==> src/rtl/spike_encoder.sv <==
// Spike encoder: loads a receptive field of pixels, then streams one gamma-cycle volley of spike times.
// Latency: one clock per accepted pixel to its slot; RUN starts the cycle after the last accept and lasts TIME_PERIOD clocks.
// Backpressure: pix_ready is high only in LOAD; offers in IDLE/RUN are held off. Optional macro SPIKE_THRESH_EN suppresses dim pixels.
module spike_encoder #(
    parameter int TIME_PERIOD     = 8,
    parameter int RECEPTIVE_FIELD = 16,
    parameter int PIXEL_BITS      = 8,
    parameter int THRESHOLD       = 32,
    localparam int TW             = $clog2(TIME_PERIOD)
) (
    input  logic                                clk,
    input  logic                                rst_l,
    input  logic                                en,
    input  logic                                pix_valid,
    input  logic [PIXEL_BITS-1:0]               pix_data,
    output logic                                pix_ready,
    output logic [TW:0]                         time_val,
    output logic [RECEPTIVE_FIELD-1:0][TW:0]    spike_times,
    output logic                                volley_start,
    output logic                                volley_done,
    output logic [15:0]                         volley_cnt
);

    localparam int TVW = TW + 1;
    localparam int IW  = (RECEPTIVE_FIELD > 1) ? $clog2(RECEPTIVE_FIELD) : 1;

    localparam logic [1:0] S_IDLE = 2'd0;
    localparam logic [1:0] S_LOAD = 2'd1;
    localparam logic [1:0] S_RUN  = 2'd2;

    // Out-of-range time shown outside RUN so the layer never sees a false end-of-period.
    localparam logic [TW:0] T_OFF    = TVW'(TIME_PERIOD);
    localparam logic [TW:0] T_LAST   = TVW'(TIME_PERIOD - 1);
    localparam logic [TW:0] NO_SPIKE = {1'b1, {TW{1'b0}}};
    localparam logic [IW-1:0] IDX_LAST = IW'(RECEPTIVE_FIELD - 1);

    logic [1:0]                       r_state;
    logic [IW-1:0]                    r_idx;
    logic [TW:0]                      r_time;
    logic [RECEPTIVE_FIELD-1:0][TW:0] r_slots;
    logic [15:0]                      r_volley_cnt;

    logic              w_accept;
    logic              w_last;
    logic              w_end;
    logic [PIXEL_BITS-1:0] w_inv;
    logic [TW-1:0]     w_time;
    logic [TW:0]       w_enc;

    // Handshake and end-of-volley decode come from registered state only.
    assign pix_ready = (r_state == S_LOAD);
    assign w_accept  = pix_valid && pix_ready;
    assign w_last    = w_accept && (r_idx == IDX_LAST);
    assign w_end     = (r_state == S_RUN) && (r_time == T_LAST);

    // Brighter pixel -> earlier spike: invert intensity, keep the top TW bits.
    assign w_inv  = ~pix_data;
    assign w_time = TW'(w_inv >> (PIXEL_BITS - TW));

`ifdef SPIKE_THRESH_EN
    assign w_enc = (pix_data < PIXEL_BITS'(THRESHOLD)) ? NO_SPIKE : {1'b0, w_time};
`else
    assign w_enc = {1'b0, w_time};
`endif

    // Sequencer: IDLE waits for en, LOAD collects the field, RUN counts out the gamma cycle.
    always_ff @(posedge clk or negedge rst_l) begin
        if (!rst_l) begin
            r_state <= S_IDLE;
            r_idx   <= '0;
            r_time  <= T_OFF;
        end else begin
            case (r_state)
                S_IDLE: begin
                    if (en) begin
                        r_state <= S_LOAD;
                        r_idx   <= '0;
                    end
                end
                S_LOAD: begin
                    // en is deliberately ignored here so a started volley always completes.
                    if (w_last) begin
                        r_state <= S_RUN;
                        r_idx   <= '0;
                        r_time  <= '0;
                    end else if (w_accept) begin
                        r_idx <= r_idx + 1'b1;
                    end
                end
                S_RUN: begin
                    if (w_end) begin
                        r_state <= en ? S_LOAD : S_IDLE;
                        r_idx   <= '0;
                        r_time  <= T_OFF;
                    end else begin
                        r_time <= r_time + 1'b1;
                    end
                end
                default: begin
                    r_state <= S_IDLE;
                    r_idx   <= '0;
                    r_time  <= T_OFF;
                end
            endcase
        end
    end

    // Slot store: written only on accept, so the previous volley stays visible until overwritten.
    always_ff @(posedge clk or negedge rst_l) begin
        if (!rst_l) begin
            r_slots <= {RECEPTIVE_FIELD{NO_SPIKE}};
        end else if (w_accept) begin
            r_slots[r_idx] <= w_enc;
        end
    end

    // Completed-volley counter, advancing at the close of the done cycle and wrapping naturally.
    always_ff @(posedge clk or negedge rst_l) begin
        if (!rst_l) begin
            r_volley_cnt <= '0;
        end else if (w_end) begin
            r_volley_cnt <= r_volley_cnt + 16'd1;
        end
    end

    assign time_val     = r_time;
    assign spike_times  = r_slots;
    assign volley_start = (r_state == S_RUN) && (r_time == '0);
    assign volley_done  = w_end;
    assign volley_cnt   = r_volley_cnt;

endmodule

==> config.mk <==
export PLATFORM = sky130hd
export DESIGN_NAME = spike_encoder
export DESIGN_NICKNAME = d
export VERILOG_FILES = /design/src/rtl/spike_encoder.sv
export SDC_FILE = /design/constraint.sdc
export NUM_CORES = 1
export LEC_CHECK = 0
export CORE_AREA = 2 2 105 97
export CTS_CLUSTER_DIAMETER = 200
export CTS_CLUSTER_SIZE = 16
export DETAILED_ROUTE_END_ITERATION = 8
export DIE_AREA = 0 0 107 99
export PLACE_DENSITY = 0.77
export SLEW_MARGIN = 0
export SYNTH_ARGS = -nofsm -noshare
export SYNTH_HDL_FRONTEND = slang
export SYNTH_SLANG_ARGS = --single-unit
==> constraint.sdc <==
create_clock -name clk -period 5.78 [get_ports clk]
set_input_delay 1.156 -clock clk [delete_from_list [all_inputs] [get_ports clk]]
set_output_delay 1.156 -clock clk [all_outputs]
set_load 0.005 [all_outputs]
Word level (Yosys, flattened, before mapping):

Cells that the tools add are included.

* flip-flop bits (word level): 90
* input port bits: 12
* output and inout bits: 87
* logic and storage cells: 61

* $add $sub $neg: 3
* order comparisons: 2
* equality and inequality tests: 8
* mux-type cells: 16
* bitwise gates (word level): 2
* reductions and logical operators: 10

Operator list (count)
* 64-bit bitwise mux: 1
* 4-bit two-way mux: 7
* 4-bit case mux with 3 select lines: 2
* 16-bit by 1-bit adder with 16-bit output, second input constant: 1
* 4-bit demux with 4-bit select: 1
* 4-bit by 1-bit adder with 4-bit output, second input constant: 2
* 8-bit NOT: 1
* 2-bit two-way mux: 3
* 2-bit case mux with 3 select lines: 1
* 3-bit AND reduction: 2
* 1-bit logical AND: 5
* 4-bit by 5-bit less-than comparator with 1-bit output, second input constant: 1
* 4-bit by 3-bit == test with 1-bit output, second input constant: 1
* 4-bit == test, second input constant: 1
* 4-bit by 1-bit greater-or-equal comparator with 1-bit output, second input constant: 1
* 4-bit logical NOT: 1
* 2-bit != test, second input constant: 2
* 3-bit by 1-bit != test with 1-bit output, second input constant: 1
* 2-bit by 1-bit == test with 1-bit output, second input constant: 1
* 2-bit == test, second input constant: 1
* 2-bit logical NOT: 1
* 2-bit by 1-bit != test with 1-bit output, second input constant: 1
* 2-bit AND reduction: 1
* 1-bit two-way mux: 1
* 1-bit NOT: 1

Depth between registers and ports, before layout:

Gate-level depths: netlist (run 1).

* depth in word-level cells: 5
* mapped depth: 8
* gate-level depth less buffers: 7

Worst setup path after synthesis (run 1):

OpenSTA, ideal clock, no wires.

* kind: register to output
* start point: reg r_state[0]
* end point: out volley_done
* data arrival time: 1.044 ns
* required time: 4.624 ns
* slack: 3.580 ns
* stages on the path, launching flop included: 6
* path buffers: 1
* path through: dfrtp_1 -> inv_1 -> ha_1 -> buf_2 -> nand4b_4 -> clkinv_2

* cells in the longest elaborated chain, start to end: 2

Ends and longest elaborated chain
* from (decl): line 37 `logic [1:0] r_state;`
* from (signal assigned): line 92 `r_state <= en ? S_LOAD : S_IDLE;`
* 2-bit == test: line 54 `assign w_end = (r_state == S_RUN) && (r_time == T_LAST);`
* 1-bit logical AND: line 54
* to (decl): line 20 `output logic volley_done,`

Every way passes these cells.

Worst setup path after layout (run 1):

Same ends and word-level chain as after synthesis.

==> results.md, run 1 <==
Synthesis:
- The share of synthesized flip-flops with an asynchronous set or reset is 100%.
- The proportion of netlist area held by the largest area contributor is 48.8%.
- The number of enable-type register cells in the synthesized netlist is 0.
- The cell count after synthesis is 341.
- The Yosys step of the flow raised 0 warnings.
- The number of distinct library cells after synthesis is 42.
- The post-synthesis net count is 365.
- The biggest area contributor in the post-synthesis netlist is dfrtp_1.
- The sequential area share after synthesis is 60.7%.
- A synthesized cell averages 11.0 sq um.
- The number of storage elements in the synthesis netlist is 90.
- The synthesized netlist occupies a cell area of 3740 sq um.
- The predominant post-synthesis flop cell is dfrtp_1.
- After synthesis, the cell types taking the most area are dfrtp_1 (49%), dfstp_2 (12%), o21ai_0 (6.6%), nand2_1 (6.0%), ha_1 (4.0%).

Setup path:
- The slowest stage of the critical path belongs to the cell clkdlybuf4s50_1.
- Along the worst path, the maximum fanout reaches 9.
- STA classifies the critical path startpoint as a flip-flop.
- The category of the critical setup timing path is flip-flop to output port.
- The element type at the critical path end is an output port.
- The required time at the endpoint of the critical path is 4.62 ns.
- Walking the worst path, the cells encountered are inv_1, ha_1, nand4b_4, clkinv_2, clkdlybuf4s50_1.
- The largest stage delay on the critical path is 0.50 ns.
- Data arrives at the worst endpoint at 2.06 ns.

Global route:
- The number of global-route vias before repair is 2,769.
- Entering global routing, the biggest net connects 91 pins.
- The aggregate global-route resource usage is 16.3%.
- The number of antenna violations at the first check in global routing came to 0.
- The first-pass GRT wire length is 13,600 um.
- Summed over all layers, the global routing overflow is 0.

Clock network:
- The number of H-tree levels is 3.
- The post-CTS repair timing setup buffer count is 0.
- Buffers inserted to repair hold after CTS numbered 0.
- The quantity of gates resized following cts is 0.
- The TritonCTS clock tree is built.
- The number of sinks driven by the clock tree is 90.
- The clock root buffer master is clkbuf_8.
- The source-to-sink clock delay at the later pin of the worst-skew pair is 0.36 ns.
- The longest clock path from root to sink contains 2 buffers.
- After clock tree synthesis, the clock-pin slew on the worst setup and hold paths is 0.09 ns.
- TritonCTS created 9 clock buffers.

Cells and area:
- The area overhead of the layout relative to synthesis is 32.7%.
- In the final design database the tool counted 459 nets.
- The post-route netlist has 9.77% of its cells at a drive strength greater than 1.
- Once layout is complete, the cells apart from fillers number 566.
- The number of diodes is 0.
- The filler cell count in the final layout is 855.

STA:
- Clock skew on the completed layout was measured at 0.0127 ns.
- Setup repair after global routing left no endpoint under its margin.
- The count of endpoints failing hold in the final timing report is 0.
- The maximum frequency from static timing analysis is 0.311 GHz.
- At the pin with the least slew margin, the transition time is 1.09 ns.
- The total negative setup slack is 0 ns.
- The number of max-slew violations in the final report is 0.
- Across all setup checks in the final design, the least slack found is 2.57 ns.
- The time the final worst path needs with I/O delays and setup is 3.21 ns.
- The share of the clock period used by the worst path after layout is 55.6%.
- Headroom to the max-slew limit came out at 27.1%.
- Setup violations remaining at the end of the flow were counted as 0.

Place:
- Counting tap cells, the placed design contains a total of 550 instances.
- The placer congestion estimate is 0.837.
- The HPWL reported at the end of detailed placement is 5870 um.
- The count of buffers added on input and output ports is 93.
- Timing analysis after detailed placement gives a worst setup slack of 2.67 ns.

Pwr:
- IR analysis of the VDD net gives a maximum drop of 0.000118 V.
- The total power is 1440 uW.
- The ratio of total power to cell area is 291 nW/um^2.
- The analysis attributes to cell leakage a power of 0.00216 uW.

Drt:
- The total via count after detailed routing is 2,785.
- The per-cell routed wire length is 14.6 um.
- Wires add up to 8240 um.
- The count of nets left with antenna violations once routing finished came out at 0.
- The detailed-router iteration count before antenna repair is 6.
- The detail-routed via count per cell is 4.92.
- In this run, the number of DRC markers left after iteration 0 of detailed routing was 36.
- The number of design rule violations left after detail routing is 0.

Die:
- The floorplan has 34 rows.
- The total area inside the core boundary comes to 9490 sq um.
- The die covers 10,600 sq um.
- In this run the count of I/O pins placed on the die edge is 99.
- Once the floorplan was initialized, standard cells occupied 39.5% of the core.
- The die height is 99 um.
- From left edge to right edge, the die measures 107 um.

Job:
- The max capacitance violation total is 0.

Run status:
- The run finished with clean final reports.

Hold path:
- The worst hold path belongs to the class flip-flop to flip-flop.
## synth_stat cells (8+ instances only)
cell type,n
dfrtp_1,73
nand2_1,60
o21ai_0,49
dfstp_2,17
and2_1,14
nand4_1,14
inv_1,13
ha_1,12
nand3_1,12
xnor2_1,9
clkbuf_1,8
nor2_1,8
## report_power, final
group | total [uW] | internal, uW | switching [uW]
Clock | 391 | 162 | 229
Combinational | 327 | 158 | 169
Sequential | 726 | 683 | 42.8
Total | 1440 | 1000 | 441
## cell type report
cell class                 count  area (sq um)  share of cell area, %
clock buffer                  10           128                   2.57
clock inverter                 6          48.8                  0.983
inverter                      14          53.8                   1.08
multi-input combinational    227          1380                   27.7
sequential                    90          2270                   45.8
tap                          126           158                   3.17
timing repair buffer          93           928                   18.7
## final timing paths
| check | from | cells past startpoint | endpoint | slack, ns |
|---|---|---|---|---|
| worst max-delay path | r_state[0] | 5 | volley_done | 2.57 |
| worst min-delay path | spike_times[43] | 1 | spike_times[43] | 0.47 |
| worst max register to register | r_state[1] | 6 | spike_times[28] | 3.67 |
| worst min register to register | spike_times[43] | 1 | spike_times[43] | 0.47 |
| max in group asynchronous | rst_l | 1 | volley_cnt[6] | 4.08 |
| min in group asynchronous | rst_l | 1 | spike_times[58] | 0.99 |
## flip-flops by register name (all words and copies together) (netlist names)
name         flops
spike_times     64
r_state          2
r_idx            4
time_val         4
volley_cnt      16
## per-layer routing
metal  share of wire (%)  up-vias  track usage (%)
li1                    -     1357                -
met1                  45     1336             20.8
met2                  49       81             27.0
met3                 5.4       11             4.30
met4                 1.1        0             5.09
met5                   0        -                0
## cell families after synthesis
logic type,Yosys count,share of synthesized area (%)
flip-flops,90,60.7
AO/OA/AOI/OAI,67,9.89
AND/OR/NAND/NOR,128,17.7
adder cells (fa/ha/maj),12,4.01
buffers and inverters,24,2.51
multiplexers,5,1.40
XOR/XNOR,15,3.71
## layout by cell type, fill, tap and decap left out, drive strengths merged, types with 2 or more instances in the layout
master / count
or3: 2
clkbuf: 10
inv: 16
ha: 12
dfrtp: 73
o21a: 2
clkinvlp: 2
o21ai: 49
o22ai: 3
mux2: 2
nand3: 12
nand2: 60
a21oi: 5
o31ai: 3
clkinv: 2
xnor2: 10
dfstp: 17
or4: 2
clkdlybuf4s50: 92
xor2: 5
nor3: 2
nand4: 15
nor2b: 3
nor2: 8
and3: 2
and2: 14
mux2i: 3
## per-stage QoR
stage          utilization, %  area [sq um]  hold slack (ns)
2_1_floorplan               -          3740            0.450
3_3_place_gp             50.5          4790            0.455
3_5_place_dp             50.5          4790            0.459
4_1_cts                  52.3          4970            0.472
5_1_grt                  52.3          4970            0.485
6_report                 52.3          4970            0.470
## worst max-delay path, delay by kind of cell (launching register included)
kind                     cells  cell delay, ns
AND/OR/NAND/NOR              1            0.19
flip-flops                   1            0.43
buffers and inverters        3            0.71
adder cells (fa/ha/maj)      1            0.36
Note: power is estimated with default switching activity, not from simulation.
==> run 2: changes to the inputs <==
- clock period: 5.78 -> 3.1 ns (I/O delays scaled with it)
==> run 2 against run 1 <==
Against the previous run: combinational power is 89% higher; clock-buffer cell count is the same; global-route usage increased by 0.12 points; first-iteration DRC count is 100% higher; sequential share of layout area down 0.46 points; cell area increased by 1.0%; via count grew 0.68%; non-clock buffer count grew 2.
==> results.md, run 2 (same netlist as run 1, synthesis figures left out) <==
Pwr:
- The analysis attributes to net switching a power of 820 uW.
- The internal power contribution is 1960 uW.
- Across the VDD grid, the largest voltage drop is 0.000312 V.
- Combinational logic is responsible for 22.2% of the overall power.
- Per report_power, the clock group accounts for 29.1% of the total.
- The switching share of total power is 29.5%.
- Of the total power, registers draw 48.7%.
- The static leakage is 0.00219 uW.
- In this run the power density over the cells is 554 nW/um^2.

Place:
- Summed over all nets, the half-perimeter wirelength after detailed placement is 5940 um.
- The number of buffer cells added on primary ports is 93.
- The placer congestion estimate is 0.840.
- Prior to clock tree synthesis, the placed netlist has a worst setup slack of 0.538 ns.

Die:
- The chip width is 107 um.
- The initial standard-cell utilization of the core is 39.5%.
- The total core area is 9490 sq um.
- The total number of placement rows is 34.
- During I/O placement, the number of pins put on the boundary was 99.
- The die height is 99 um.
- The die covers 10,600 sq um.

STA:
- The clock arrives with 0.0136 ns of skew.
- The share of the clock period used by the worst path after layout is 86.8%.
- The total negative setup slack is 0 ns.
- The number of max-slew violations in the final report is 0.
- At the pin with the least slew margin, the transition time is 0.665 ns.
- For this run, the top clock speed supported by timing is 0.372 GHz.
- After layout, the worst setup slack is 0.410 ns.
- Setup repair after global routing left no endpoint under its margin.
- Setup violations remaining at the end of the flow were counted as 0.
- The normalized max-slew margin is 55.5%.
- The time the final worst path needs with I/O delays and setup is 2.69 ns.
- The count of endpoints failing hold in the final timing report was 0.

Cells and area:
- The multi-input combinational cell area is 1380 sq um.
- Leaving out fill and tap cells, the most frequent cell in the layout is clkdlybuf4s50_1.
- In the final design database the tool counted 461 nets.
- In the final layout, flip-flops and latches occupy 2270 sq um.
- Relative to the synthesized area, the layout overhead comes to 34.0%.
- Of the cells placed in the final design, the portion with a size suffix greater than 1 is 10.2%.
- The register with the most flip-flops in the layout has 64 of them.
- Counting the fill cells in the layout gives 823.
- In the layout the commonest cells are clkdlybuf4s50_1 (92), dfrtp_1 (73), nand2_1 (60), o21ai_0 (49), dfstp_2 (17).
- 0 antenna diodes ended up in the layout.

Clock network:
- For this design, the CTS-stage hold fixing added 0 buffers.
- The number of H-tree levels is 3.
- In this run the post-CTS setup repair buffer count came out at 0.
- The number of buffers on the longest clock path is 2.
- Counting the buffers created by CTS gives 9.
- The clock net in this run drives a total of 90 sinks.
- The clock transition time at the flip-flop clock pins of the worst setup and hold paths is 0.09 ns.
- Post-CTS repair changed the size of 0 cells.
- TritonCTS built the clock tree.
- At the later pin of the worst-skew pair, clock insertion delay measures 0.36 ns.
- The clock root buffer master is clkbuf_8.

Setup path:
- Of all nets on the critical path, the largest fanout is 9.
- At the worst endpoint, the arrival time is 2.07 ns.
- For the worst setup path, the data required time is 2.48 ns.
- The worst setup path is of the flip-flop to output port kind.
- The element type at the critical path end is an output port.
- STA classifies the critical path startpoint as a flip-flop.

Global route:
- The number of global-route vias before repair was 2,653.
- The number of antenna violations at the first check in global routing is 0.
- The pin count of the biggest net entering global routing is 49.
- The global route total overflow is 0.
- The first global-routing pass estimated 13,700 um of wire.
- Across every metal layer, demand over resource in global routing totals 16.4%.

Drt:
- In this run, the number of DRC markers left after iteration 0 of detailed routing was 72.
- The detailed-router iteration count before antenna repair is 4.
- Using the TritonRoute via totals, the vias-per-cell ratio works out to 4.94.
- The number of nets still failing antenna checks after routing is 0.
- The per-cell routed wire length is 14.4 um.
- Summing over every cut layer, the via total after detailed routing is 2,804.
- After detailed routing, the number of remaining DRC violations is 0.
- The final wirelength is 8170 um.

Job:
- The max capacitance violation total is 0.

Run status:
- The run finished with clean final reports.

Hold path:
- The worst hold path belongs to the class input port to asynchronous set/reset pin.
[run 2: cell count changes in the layout (fill, tap and decap cells not counted), sizes merged]
cell	change
buf	+2
clkinvlp	-1
bufinv	+1
[run 2: final timing paths]
check                                     start              end  cells after the start  slack (ns)
min in group clk                spike_times[43]  spike_times[43]                      1        0.48
worst min-delay path                      rst_l  spike_times[56]                      1        0.27
worst max-delay path                 r_state[0]      volley_done                      5        0.41
worst max register to register       r_state[1]  spike_times[12]                      6        0.98
worst min register to register  spike_times[43]  spike_times[43]                      1        0.48
max in group asynchronous                 rst_l   spike_times[7]                      2        2.12
[run 2: final cells by class]
type                       count  share of cell area, %
sequential                    90                   45.3
multi-input combinational    227                   27.4
timing repair buffer          95                   19.1
tap                          126                   3.14
clock buffer                  10                   2.54
clock inverter                 6                   1.42
inverter                      14                   1.07
[run 2: power by group through the flow]
stage / clock network, uW / registers, uW / logic (uW)
6_report: 808 / 1350 / 617
4_1_cts: 835 / 1350 / 625
2_1_floorplan: 0 / 1360 / 329
3_5_place_dp: 0 / 1380 / 622
5_1_grt: 876 / 1370 / 692
3_3_place_gp: 0 / 1370 / 594
[run 2: through the flow]
step	hold slack, ns	instance area (sq um)	instances	utilization [%]	power, uW
CTS	0.279	5020	568	52.9	2810
detailed placement	0.465	4820	552	50.8	2000
finish	0.270	5020	568	52.9	2780
floorplan	0.324	3740	341	-	1690
global placement	0.455	4820	552	50.8	1960
global route	0.311	5020	568	52.9	2940
[run 2: layer usage]
metal | wire [um] | GRT usage (%)
met1 | 3670 | 21.9
met2 | 3960 | 26.5
met3 | 430 | 4.10
met4 | 106 | 5.00
met5 | 0 | 0
[run 2: worst max-delay path: stages, from the launching register on]
cell and delay [ns]:
dfrtp_1 0.43, inv_1 0.10, ha_1 0.38, nand4b_4 0.19, clkinv_2 0.12, clkdlybuf4s50_1 0.51
